<file path="src/rtl/oup_ulpi_reg_sequencer.sv">
// ULPI link-side register sequencer: runs single PHY register writes/reads
// and captures RX CMD bytes whenever the PHY owns the bus.
module oup_ulpi_reg_sequencer #(
    parameter int TIMEOUT_CYCLES = 64
) (
    input  logic       ulpi_clk_i,
    input  logic       rst_i,
    input  logic [7:0] ins_instruction_i,
    input  logic       ins_exec_i,
    input  logic       ins_reset_i,
    output logic       ins_busy_o,
    output logic       ins_exec_done_o,
    output logic       ins_exec_aborted_o,
    input  logic [7:0] phyreg_addr_i,
    input  logic [7:0] phyreg_data_i,
    output logic [7:0] phyreg_data_o,
    output logic [7:0] rx_cmd_byte_o,
    output logic       rx_cmd_valid_o,
    input  logic [7:0] ulpi_data_i,
    output logic [7:0] ulpi_data_o,
    output logic       ulpi_data_oe_o,
    input  logic       ulpi_dir_i,
    input  logic       ulpi_nxt_i,
    output logic       ulpi_stp_o
);

    localparam logic [7:0] REG_WRITE = 8'h01;
    localparam logic [7:0] REG_READ  = 8'h02;
    localparam int CW = (TIMEOUT_CYCLES > 2) ? $clog2(TIMEOUT_CYCLES) : 1;
    localparam logic [CW-1:0] CNT_LAST = CW'(TIMEOUT_CYCLES - 1);

    typedef enum logic [3:0] {
        IDLE, W_CMD, W_DATA, W_STP, R_CMD, R_TURN, R_DATA, RX_TURN, RX, TURN_BACK
    } state_t;

    state_t state, state_next;
    logic [CW-1:0] cnt;
    logic [7:0] addr_q, addr_n, wdata_q, wdata_n;
    logic [7:0] data_q, data_n, phyreg_q, phyreg_n, rx_byte_q, rx_byte_n;
    logic drive_q, drive_n, stp_q, stp_n;
    logic done_q, done_n, aborted_q, aborted_n, rx_valid_q, rx_valid_n;
    logic waiting, timeout, accept;

    assign waiting = (state == W_CMD) || (state == W_DATA) || (state == R_CMD) || (state == R_TURN);
    assign timeout = waiting && (cnt == CNT_LAST);
    assign accept  = ((ins_instruction_i == REG_WRITE) || (ins_instruction_i == REG_READ))
                     && (phyreg_addr_i[7:6] == 2'b00);

    assign ins_busy_o         = (state != IDLE);
    assign ins_exec_done_o    = done_q;
    assign ins_exec_aborted_o = aborted_q;
    assign phyreg_data_o      = phyreg_q;
    assign rx_cmd_byte_o      = rx_byte_q;
    assign rx_cmd_valid_o     = rx_valid_q;
    assign ulpi_data_o        = data_q;
    assign ulpi_stp_o         = stp_q;
    // The PHY always wins the bus: drop our drive the moment dir rises.
    assign ulpi_data_oe_o     = drive_q & ~ulpi_dir_i;

    always_ff @(posedge ulpi_clk_i or posedge rst_i) begin
        if (rst_i) begin
            state      <= IDLE;
            cnt        <= '0;
            addr_q     <= 8'h00;
            wdata_q    <= 8'h00;
            data_q     <= 8'h00;
            drive_q    <= 1'b0;
            stp_q      <= 1'b0;
            done_q     <= 1'b0;
            aborted_q  <= 1'b0;
            rx_valid_q <= 1'b0;
            phyreg_q   <= 8'h00;
            rx_byte_q  <= 8'h00;
        end else begin
            state      <= state_next;
            cnt        <= (ins_reset_i || !waiting || (state_next != state)) ? '0 : cnt + 1'b1;
            addr_q     <= addr_n;
            wdata_q    <= wdata_n;
            data_q     <= data_n;
            drive_q    <= drive_n;
            stp_q      <= stp_n;
            done_q     <= done_n;
            aborted_q  <= aborted_n;
            rx_valid_q <= rx_valid_n;
            phyreg_q   <= phyreg_n;
            rx_byte_q  <= rx_byte_n;
        end
    end

    // A dir rise beats both nxt progress and the timeout in the wait states.
    always_comb begin
        state_next = state;
        if (ins_reset_i) begin
            state_next = IDLE;
        end else begin
            case (state)
                IDLE: begin
                    if (ulpi_dir_i)
                        state_next = RX_TURN;
                    else if (ins_exec_i && accept)
                        state_next = (ins_instruction_i == REG_WRITE) ? W_CMD : R_CMD;
                end
                W_CMD: begin
                    if (ulpi_dir_i)      state_next = RX_TURN;
                    else if (ulpi_nxt_i) state_next = W_DATA;
                    else if (timeout)    state_next = IDLE;
                end
                W_DATA: begin
                    if (ulpi_dir_i)      state_next = RX_TURN;
                    else if (ulpi_nxt_i) state_next = W_STP;
                    else if (timeout)    state_next = IDLE;
                end
                W_STP:  state_next = IDLE;
                R_CMD: begin
                    if (ulpi_dir_i)      state_next = RX_TURN;
                    else if (ulpi_nxt_i) state_next = R_TURN;
                    else if (timeout)    state_next = IDLE;
                end
                R_TURN: begin
                    if (ulpi_dir_i)      state_next = R_DATA;
                    else if (timeout)    state_next = IDLE;
                end
                R_DATA:    state_next = ulpi_dir_i ? TURN_BACK : IDLE;
                RX_TURN:   state_next = RX;
                RX:        state_next = ulpi_dir_i ? RX : TURN_BACK;
                TURN_BACK: state_next = ulpi_dir_i ? RX_TURN : IDLE;
                default:   state_next = IDLE;
            endcase
        end
    end

    // Registered outputs are derived from the state being entered next.
    always_comb begin
        addr_n     = addr_q;
        wdata_n    = wdata_q;
        if ((state == IDLE) && ins_exec_i && !ins_reset_i) begin
            addr_n  = phyreg_addr_i;
            wdata_n = phyreg_data_i;
        end

        drive_n = (state_next == W_CMD) || (state_next == W_DATA)
                  || (state_next == W_STP) || (state_next == R_CMD);
        stp_n   = (state_next == W_STP);
        case (state_next)
            W_CMD:   data_n = {2'b10, addr_n[5:0]};
            W_DATA:  data_n = wdata_n;
            R_CMD:   data_n = {2'b11, addr_n[5:0]};
            default: data_n = 8'h00;
        endcase

        done_n = !ins_reset_i && ((state == W_STP) || ((state == R_DATA) && ulpi_dir_i));

        aborted_n = 1'b0;
        if (ins_reset_i) begin
            aborted_n = (state != IDLE);
        end else begin
            case (state)
                IDLE:                        aborted_n = ins_exec_i && (ulpi_dir_i || !accept);
                W_CMD, W_DATA, R_CMD, R_TURN: aborted_n = (state_next == IDLE) || (state_next == RX_TURN);
                R_DATA:                      aborted_n = !ulpi_dir_i;
                default:                     aborted_n = 1'b0;
            endcase
        end

        phyreg_n = phyreg_q;
        if (!ins_reset_i && (state == R_DATA) && ulpi_dir_i)
            phyreg_n = ulpi_data_i;

        rx_byte_n  = rx_byte_q;
        rx_valid_n = 1'b0;
        if (!ins_reset_i && (state == RX) && ulpi_dir_i && !ulpi_nxt_i) begin
            rx_byte_n  = ulpi_data_i;
            rx_valid_n = 1'b1;
        end
    end

endmodule

</file>
<file path="config.mk">
export PLATFORM = sky130hd
export DESIGN_NAME = oup_ulpi_reg_sequencer
export DESIGN_NICKNAME = d
export VERILOG_FILES = /design/src/rtl/oup_ulpi_reg_sequencer.sv
export SDC_FILE = /design/constraint.sdc
export NUM_CORES = 1
export LEC_CHECK = 0
export CAP_MARGIN = 15
export CORE_AREA = 2 2 80 82
export CTS_CLUSTER_SIZE = 12
export DETAILED_ROUTE_END_ITERATION = 6
export DIE_AREA = 0 0 82 84
export PLACE_DENSITY = 0.83
export REMOVE_ABC_BUFFERS = 1
export SYNTH_ARGS = -nofsm -noshare
export SYNTH_HDL_FRONTEND = slang
export SYNTH_SLANG_ARGS = --single-unit
</file>
<file path="constraint.sdc">
create_clock -name ulpi_clk_i -period 3.4 [get_ports ulpi_clk_i]
set_clock_uncertainty 0.05 [all_clocks]
set_input_delay 0.34 -clock ulpi_clk_i [delete_from_list [all_inputs] [get_ports ulpi_clk_i]]
set_output_delay 0.34 -clock ulpi_clk_i [all_outputs]
set_load 0.01 [all_outputs]
</file>
== Yosys cells after proc, flatten, opt, wreduce, memory -nomap -nowiden ==
Index checks and enable logic that the tools add are counted.

* Add/sub/neg operators: 1
* Multipliers: 0
* Divide/modulo/power cells: 0
* $lt $le $gt $ge: 0
* Eq/ne operators: 18
* Shift-type cells: 0
* Mux-type cells: 23
* Bitwise operators: 2
* Reductions and logical operators: 35

{| class="wikitable"
|+ Operators by type and width
! kind !! number
|-
| two-way mux 4 bit || 12
|-
| case mux 4 bit (9 select lines) || 1
|-
| == test 4 x 3 -> 1 bit (second input constant) || 6
|-
| case mux 8 bit (3 select lines) || 1
|-
| == test 4 x 2 -> 1 bit (second input constant) || 4
|-
| logical AND 1 bit || 13
|-
| logical OR 1 bit || 12
|-
| two-way mux 6 bit || 2
|-
| == test 4 x 1 -> 1 bit (second input constant) || 2
|-
| == test 4 bit (second input constant) || 2
|-
| == test 8 x 1 -> 1 bit (second input constant) || 1
|-
| == test 8 x 2 -> 1 bit (second input constant) || 1
|-
| logical NOT 4 bit || 2
|-
| two-way mux 8 bit || 1
|-
| adder 6 x 1 -> 6 bit (second input constant) || 1
|-
| == test 6 bit (second input constant) || 1
|-
| two-way mux 3 bit || 2
|-
| logical NOT 1 bit || 5
|-
| != test 4 bit || 1
|-
| nonzero test 4 bit || 1
|-
| OR reduction 4 bit || 1
|-
| two-way mux 1 bit || 3
|-
| case mux 1 bit (3 select lines) || 1
|-
| logical NOT 2 bit || 1
|-
| 2 further kinds || 2
|}

* Flip-flop bits (word level): 53
* Latch bits: 0
* RAM bits: 0
* Memory bits (read-only): 0
* Output and inout port bits: 30
* Logic and storage cells: 91
* Memories: 0

== Depth between registers and ports, before layout ==
* Depth in word-level cells: 14
* Depth in mapped cells: 9

== Worst setup path before layout ==
No wires, ideal clock.

* Path kind: register -> register
* Start point: register state[0]
* End point: register data_q[0], in the netlist ulpi_data_o[0]
* Library setup time: 0.123 ns
* Data arrival time: 1.893 ns
* Data required time: 3.227 ns
* Slack: 1.334 ns
* Stages on the path, launching flop included: 10
* Path buffers: 3
* Period minus slack after synthesis: 2.066 ns
* Path through: dfrtp_1 -> buf_6 -> nor4_4 -> nand2_1 -> or2_1 -> buf_2 -> buf_6 -> mux2_2 -> a31oi_1 -> a21oi_1

* Elaborated cells on any way between the ends: 33

{| class="wikitable"
|+ RTL lines
! what !! RTL line !! source
|-
| start, declared || 36 || <nowiki>state_t state, state_next;</nowiki>
|-
| start signal, assigned || 75 || <nowiki>state <= state_next;</nowiki>
|-
| logical NOT 4 bit || 136 || <nowiki>if ((state == IDLE) && ins_exec_i && !ins_reset_i) begin</nowiki>
|-
| logical AND 1 bit (2 in series) || 136 ||
|-
| two-way mux 6 bit || 136 ||
|-
| named net addr_n[0] || 38 || <nowiki>logic [7:0] addr_q, addr_n, wdata_q, wdata_n;</nowiki>
|-
| case mux 8 bit (3 select lines) || 144 || <nowiki>case (state_next)</nowiki>
|-
| named net data_n[0] || 39 || <nowiki>logic [7:0] data_q, data_n, phyreg_q, phyreg_n, rx_byte_q, rx_byte_n;</nowiki>
|-
| end signal, assigned || 79 || <nowiki>data_q <= data_n;</nowiki>
|-
| end, declared || 39 ||
|}

The timed path passes the listed nets, and every way through them passes these cells.
A chain may end at the register's enable or synchronous reset.

== Final worst setup path ==
* Start point: input ulpi_dir_i
* End point: register cnt[3]

* Word-level cells in the longest chain between the ends: 6
* Elaborated cells on any way between the ends: 13

{| class="wikitable"
|+ RTL lines
! what !! RTL line !! source
|-
| start, declared || 22 || <nowiki>input logic ulpi_dir_i,</nowiki>
|-
| two-way mux 3 bit (tied with other cells) || 126 || <nowiki>TURN_BACK: state_next = ulpi_dir_i ? RX_TURN : IDLE;</nowiki>
|-
| case mux 4 bit (9 select lines) * || 96 || <nowiki>case (state)</nowiki>
|-
| two-way mux 4 bit * || 93 || <nowiki>if (ins_reset_i) begin</nowiki>
|-
| != test 4 bit * || 76 || <nowiki>cnt <= (ins_reset_i || !waiting || (state_next != state)) ? '0 : cnt + 1'b1;</nowiki>
|-
| logical OR 1 bit * || 76 ||
|-
| two-way mux 6 bit * || 76 ||
|-
| end signal, assigned || 76 ||
|-
| end, declared || 37 || <nowiki>logic [CW-1:0] cnt;</nowiki>
|}

Mark *: on every way between the ends. The rest lies on a longest branch, timed or not.

==> qor_table.md <==
| Result | This run | Unit |
|---|---|---|
| Slack of the critical path | 0.811 | ns |
| Number of enable flip-flop cells after synthesis | 0 | - |
| Final setup violation count | 0 | - |
| Filler cell count in the final layout | 531 | - |
| Sort of element at the start of the critical path | primary input | - |
| Cell count after synthesis | 244 | - |
| Core Region | 0.00610 | mm² |
| Clk slew on worst S/H paths | 0.09 | ns |
| Cell-by-cell listing of the critical path | clkdlybuf4s50_1, inv_1, or3_1, o211ai_1, o21a_1, xnor2_4, nor4b_1 | - |
| Number of global-route vias before repair | 2154 | - |
| Clock Root Buffer | clkbuf_8 | - |
| Post-detailed-routing wire length | 5.83 | mm |
| Overall power of the completed layout | 2.70 | mW |
| Die span in y | 84 | µm |
| Post_cts resized | 0 | - |
| Die area | 0.00689 | mm² |
| Number of diodes | 0 | - |
| Sequential-to-total area share from yosys stat | 50.4 | % |
| Average cell area after synthesis | 10.8 | µm² |
| Final non-filler cell area | 0.00344 | mm² |
| CP max FO | 14 | - |
| Wirelength per Cell | 15.2 | µm |
| Clock sink count | 53 | - |
| Worst slew slack as a fraction of its limit | 60.1 | % |
| Number of DRC markers after the initial detailed-route iteration | 169 | - |
| Number of antenna violations at the first check in global routing | 0 | - |
| Final hold viol count | 0 | - |
| Max Buffers Root-to-Sink | 2 | - |
| Worst path max stage delay | 0.71 | ns |
| Run status | finished clean | - |
| CTS H-Tree Depth | 2 | - |
| Worst-margin pin slew | 0.598 | ns |
| HP Class | primary input to asynchronous set/reset pin | - |
| Count of buffers added by post-CTS timing repair for setup | 0 | - |
| Signal arrival time at the worst endpoint | 2.73 | ns |
| Synth async-reset ratio | 100 | % |
| Sum of overflow across all layers after global routing | 0 | - |
| Site Rows | 29 | - |
| Post-synthesis sequential element count | 53 | - |
| Post-Route Setup TNS | 0 | ns |
| Horiz. Die Dim | 82 | µm |
| GRT Util Overall | 18.4 | % |
| Ratio of cells with drive above 1 in the final layout | 14.3 | % |
| Effective utilization at floorplan | 43.1 | % |
| Nature of the critical path endpoint | flop | - |
| Setup repair after global routing missed its margin | false | - |
| Post-detailed-placement cell area | 0.00333 | mm² |
| Number of unique standard cell types used by synthesis | 52 | - |
| Number of detailed-routing iterations run before antenna repair | 4 | - |
| CTS tree | built | - |
| Worst setup slack after placement | 0.508 | ns |
| Largest net degree at the start of global routing | 54 | - |
| Count of nets after finishing | 347 | - |
| Remaining number of nets flagged by the antenna check after routing | 0 | - |
| DRC violations left | 0 | - |
| Synthesized cell area | 0.00263 | mm² |
| Largest vdd supply drop | 0.462 | mV |
| Number of buffers created by CTS | 5 | - |
| Peak Freq | 386 | MHz |
| P_leak | 1.46 | nW |
| Overall via count from detail_route | 2110 | - |
| Required time of the worst setup path | 3.54 | ns |
| I/O Pins | 68 | - |
| Critical Path Slowest Stage Cell | clkdlybuf4s50_1 | - |
| Type of the worst setup path | primary input to flop | - |
| Vias per cell | 5.48 | - |
| Period minus WS final | 2.59 | ns |
| Half-perimeter wire length after placement | 4.31 | mm |
| Worst hold slack | 0.187 | ns |
| Final weighted congestion of routability-driven global placement | 0.953 | - |
| Yosys warns | 0 | - |
| Number of slew-limit violations in the final report | 0 | - |
| Clock insertion delay at the later pin of the skew report | 0.30 | ns |
| First-pass GRT wire length | 9.94 | mm |
| Port Buffer Count | 67 | - |
| Share of the cycle needed by the critical path after routing | 76.1 | % |
| Count of hold buffers inserted by post-cts repair | 0 | - |
| PwrDens | 785 | mW/mm² |
| Layout overhead on the synthesized area | 30.8 | % |
| Primary FF master, synth | dfrtp_1 | - |
| Max Cap Violations | 0 | - |
worst paths after layout:
| check | startpoint | end | slack [ns] | cells after the start |
|---|---|---|---|---|
| setup / recovery | ulpi_dir_i | cnt[3] | 0.81 | 7 |
| hold reg to reg | rx_cmd_byte_o[2] | rx_cmd_byte_o[2] | 0.44 | 2 |
| min in group ulpi_clk_i | rx_cmd_byte_o[2] | rx_cmd_byte_o[2] | 0.44 | 2 |
| hold / removal | rst_i | rx_cmd_byte_o[7] | 0.19 | 2 |
| setup reg to reg | cnt[0] | cnt[3] | 0.92 | 7 |
| max in group asynchronous | rst_i | addr_q[3] | 2.64 | 3 |
cells in the final DEF, fill, tap and decap left out, types with 9 or more instances in the layout:
| cell | synthesis | final |
|---|---|---|
| nand3_1 | 12 | 12 |
| nor2_1 | 9 | 9 |
| a21oi_1 | 13 | 13 |
| nand2_1 | 35 | 35 |
| a31oi_1 | 15 | 15 |
| clkdlybuf4s50_1 | 0 | 67 |
| dfrtp_1 | 53 | 53 |
| mux2_2 | 22 | 22 |
kinds of logic (layout without fill, tap and decap cells):
kind of cell,Yosys count,after routing,share of synthesized area (%)
AOI/OAI and AO/OA,46,46,12.7
xor gates and xnor gates,7,7,3.05
adders and majority gates,1,1,0.476
buffers and inverters,22,86,4.42
DFF,53,53,50.4
muxes,22,22,9.42
and+or+nand+nor,93,93,19.5
final cells by class:
type | count | area (µm²) | area share, %
clock inverter | 1 | 7.51 | 0.218
inverter | 9 | 33.8 | 0.982
timing repair buffer | 70 | 706 | 20.5
tap | 77 | 96.3 | 2.80
sequential | 53 | 1330 | 38.6
multi-input combinational | 169 | 1190 | 34.5
clock buffer | 6 | 82.6 | 2.40
cell usage after synthesis (all sizes together), types with 2 or more instances:
| library cell | count | share of area (%) |
|---|---|---|
| nand2 | 35 | 5.0 |
| clkbuf | 3 | 0.43 |
| nor4b | 5 | 1.7 |
| or4 | 3 | 0.86 |
| inv | 8 | 1.1 |
| o32ai | 2 | 0.95 |
| nor2 | 10 | 1.5 |
| or2 | 2 | 0.48 |
| nor3 | 3 | 0.57 |
| nand2b | 3 | 0.71 |
| nor2b | 6 | 1.4 |
| xor2 | 3 | 1.0 |
| mux2 | 22 | 9.4 |
| buf | 10 | 2.7 |
| o31ai | 3 | 0.86 |
| a31oi | 15 | 3.6 |
| o211ai | 2 | 0.76 |
| o41ai | 2 | 1.2 |
| and3 | 2 | 0.48 |
| a21oi | 13 | 2.5 |
| o21ai | 2 | 0.38 |
| dfrtp | 53 | 50 |
| nand3 | 12 | 2.3 |
| xnor2 | 4 | 2.0 |
| and4 | 3 | 1.1 |
| o21a | 2 | 0.57 |
metrics by stage:
stage	instances	utilization [%]
2_1_floorplan	231	-
3_3_place_gp	377	54.6
3_5_place_dp	377	54.6
4_1_cts	384	56.1
5_1_grt	385	56.4
6_report	385	56.4
report_power, final:
group | total [mW] | leakage [nW] | internal (mW) | switching, mW
Sequential | 1.01 | 0.681 | 0.859 | 0.153
Clock | 0.358 | 0.0433 | 0.161 | 0.197
Combinational | 1.33 | 0.734 | 0.659 | 0.671
Total | 2.70 | 1.46 | 1.68 | 1.02
metal layers:
| metal | GRT usage (%) | vias up | part of all wire, % |
|---|---|---|---|
| met3 | 4.33 | 12 | 5.0 |
| met2 | 31.0 | 71 | 52 |
| met1 | 22.2 | 1026 | 41 |
| met5 | 0 | - | 0 |
| li1 | - | 1001 | - |
| met4 | 7.42 | 0 | 1.6 |
registers in the layout, indices dropped and copies added (netlist names):
| name | cells |
|---|---|
| ulpi_data_o | 8 |
| drive_q | 1 |
| phyreg_data_o | 8 |
| addr_q | 6 |
| wdata_q | 8 |
| ins_exec_done_o | 1 |
| ulpi_stp_o | 1 |
| cnt | 6 |
| ins_exec_aborted_o | 1 |
| rx_cmd_byte_o | 8 |
| state | 4 |
| rx_cmd_valid_o | 1 |
worst max-delay path, delay by kind of cell:
| kind | cells | cell delay (ns) |
|---|---|---|
| buf+inv | 2 | 0.90 |
| simple gates | 2 | 0.68 |
| compound gates | 2 | 0.66 |
| xor+xnor | 1 | 0.13 |
Note: power is estimated with default switching activity, not from simulation.
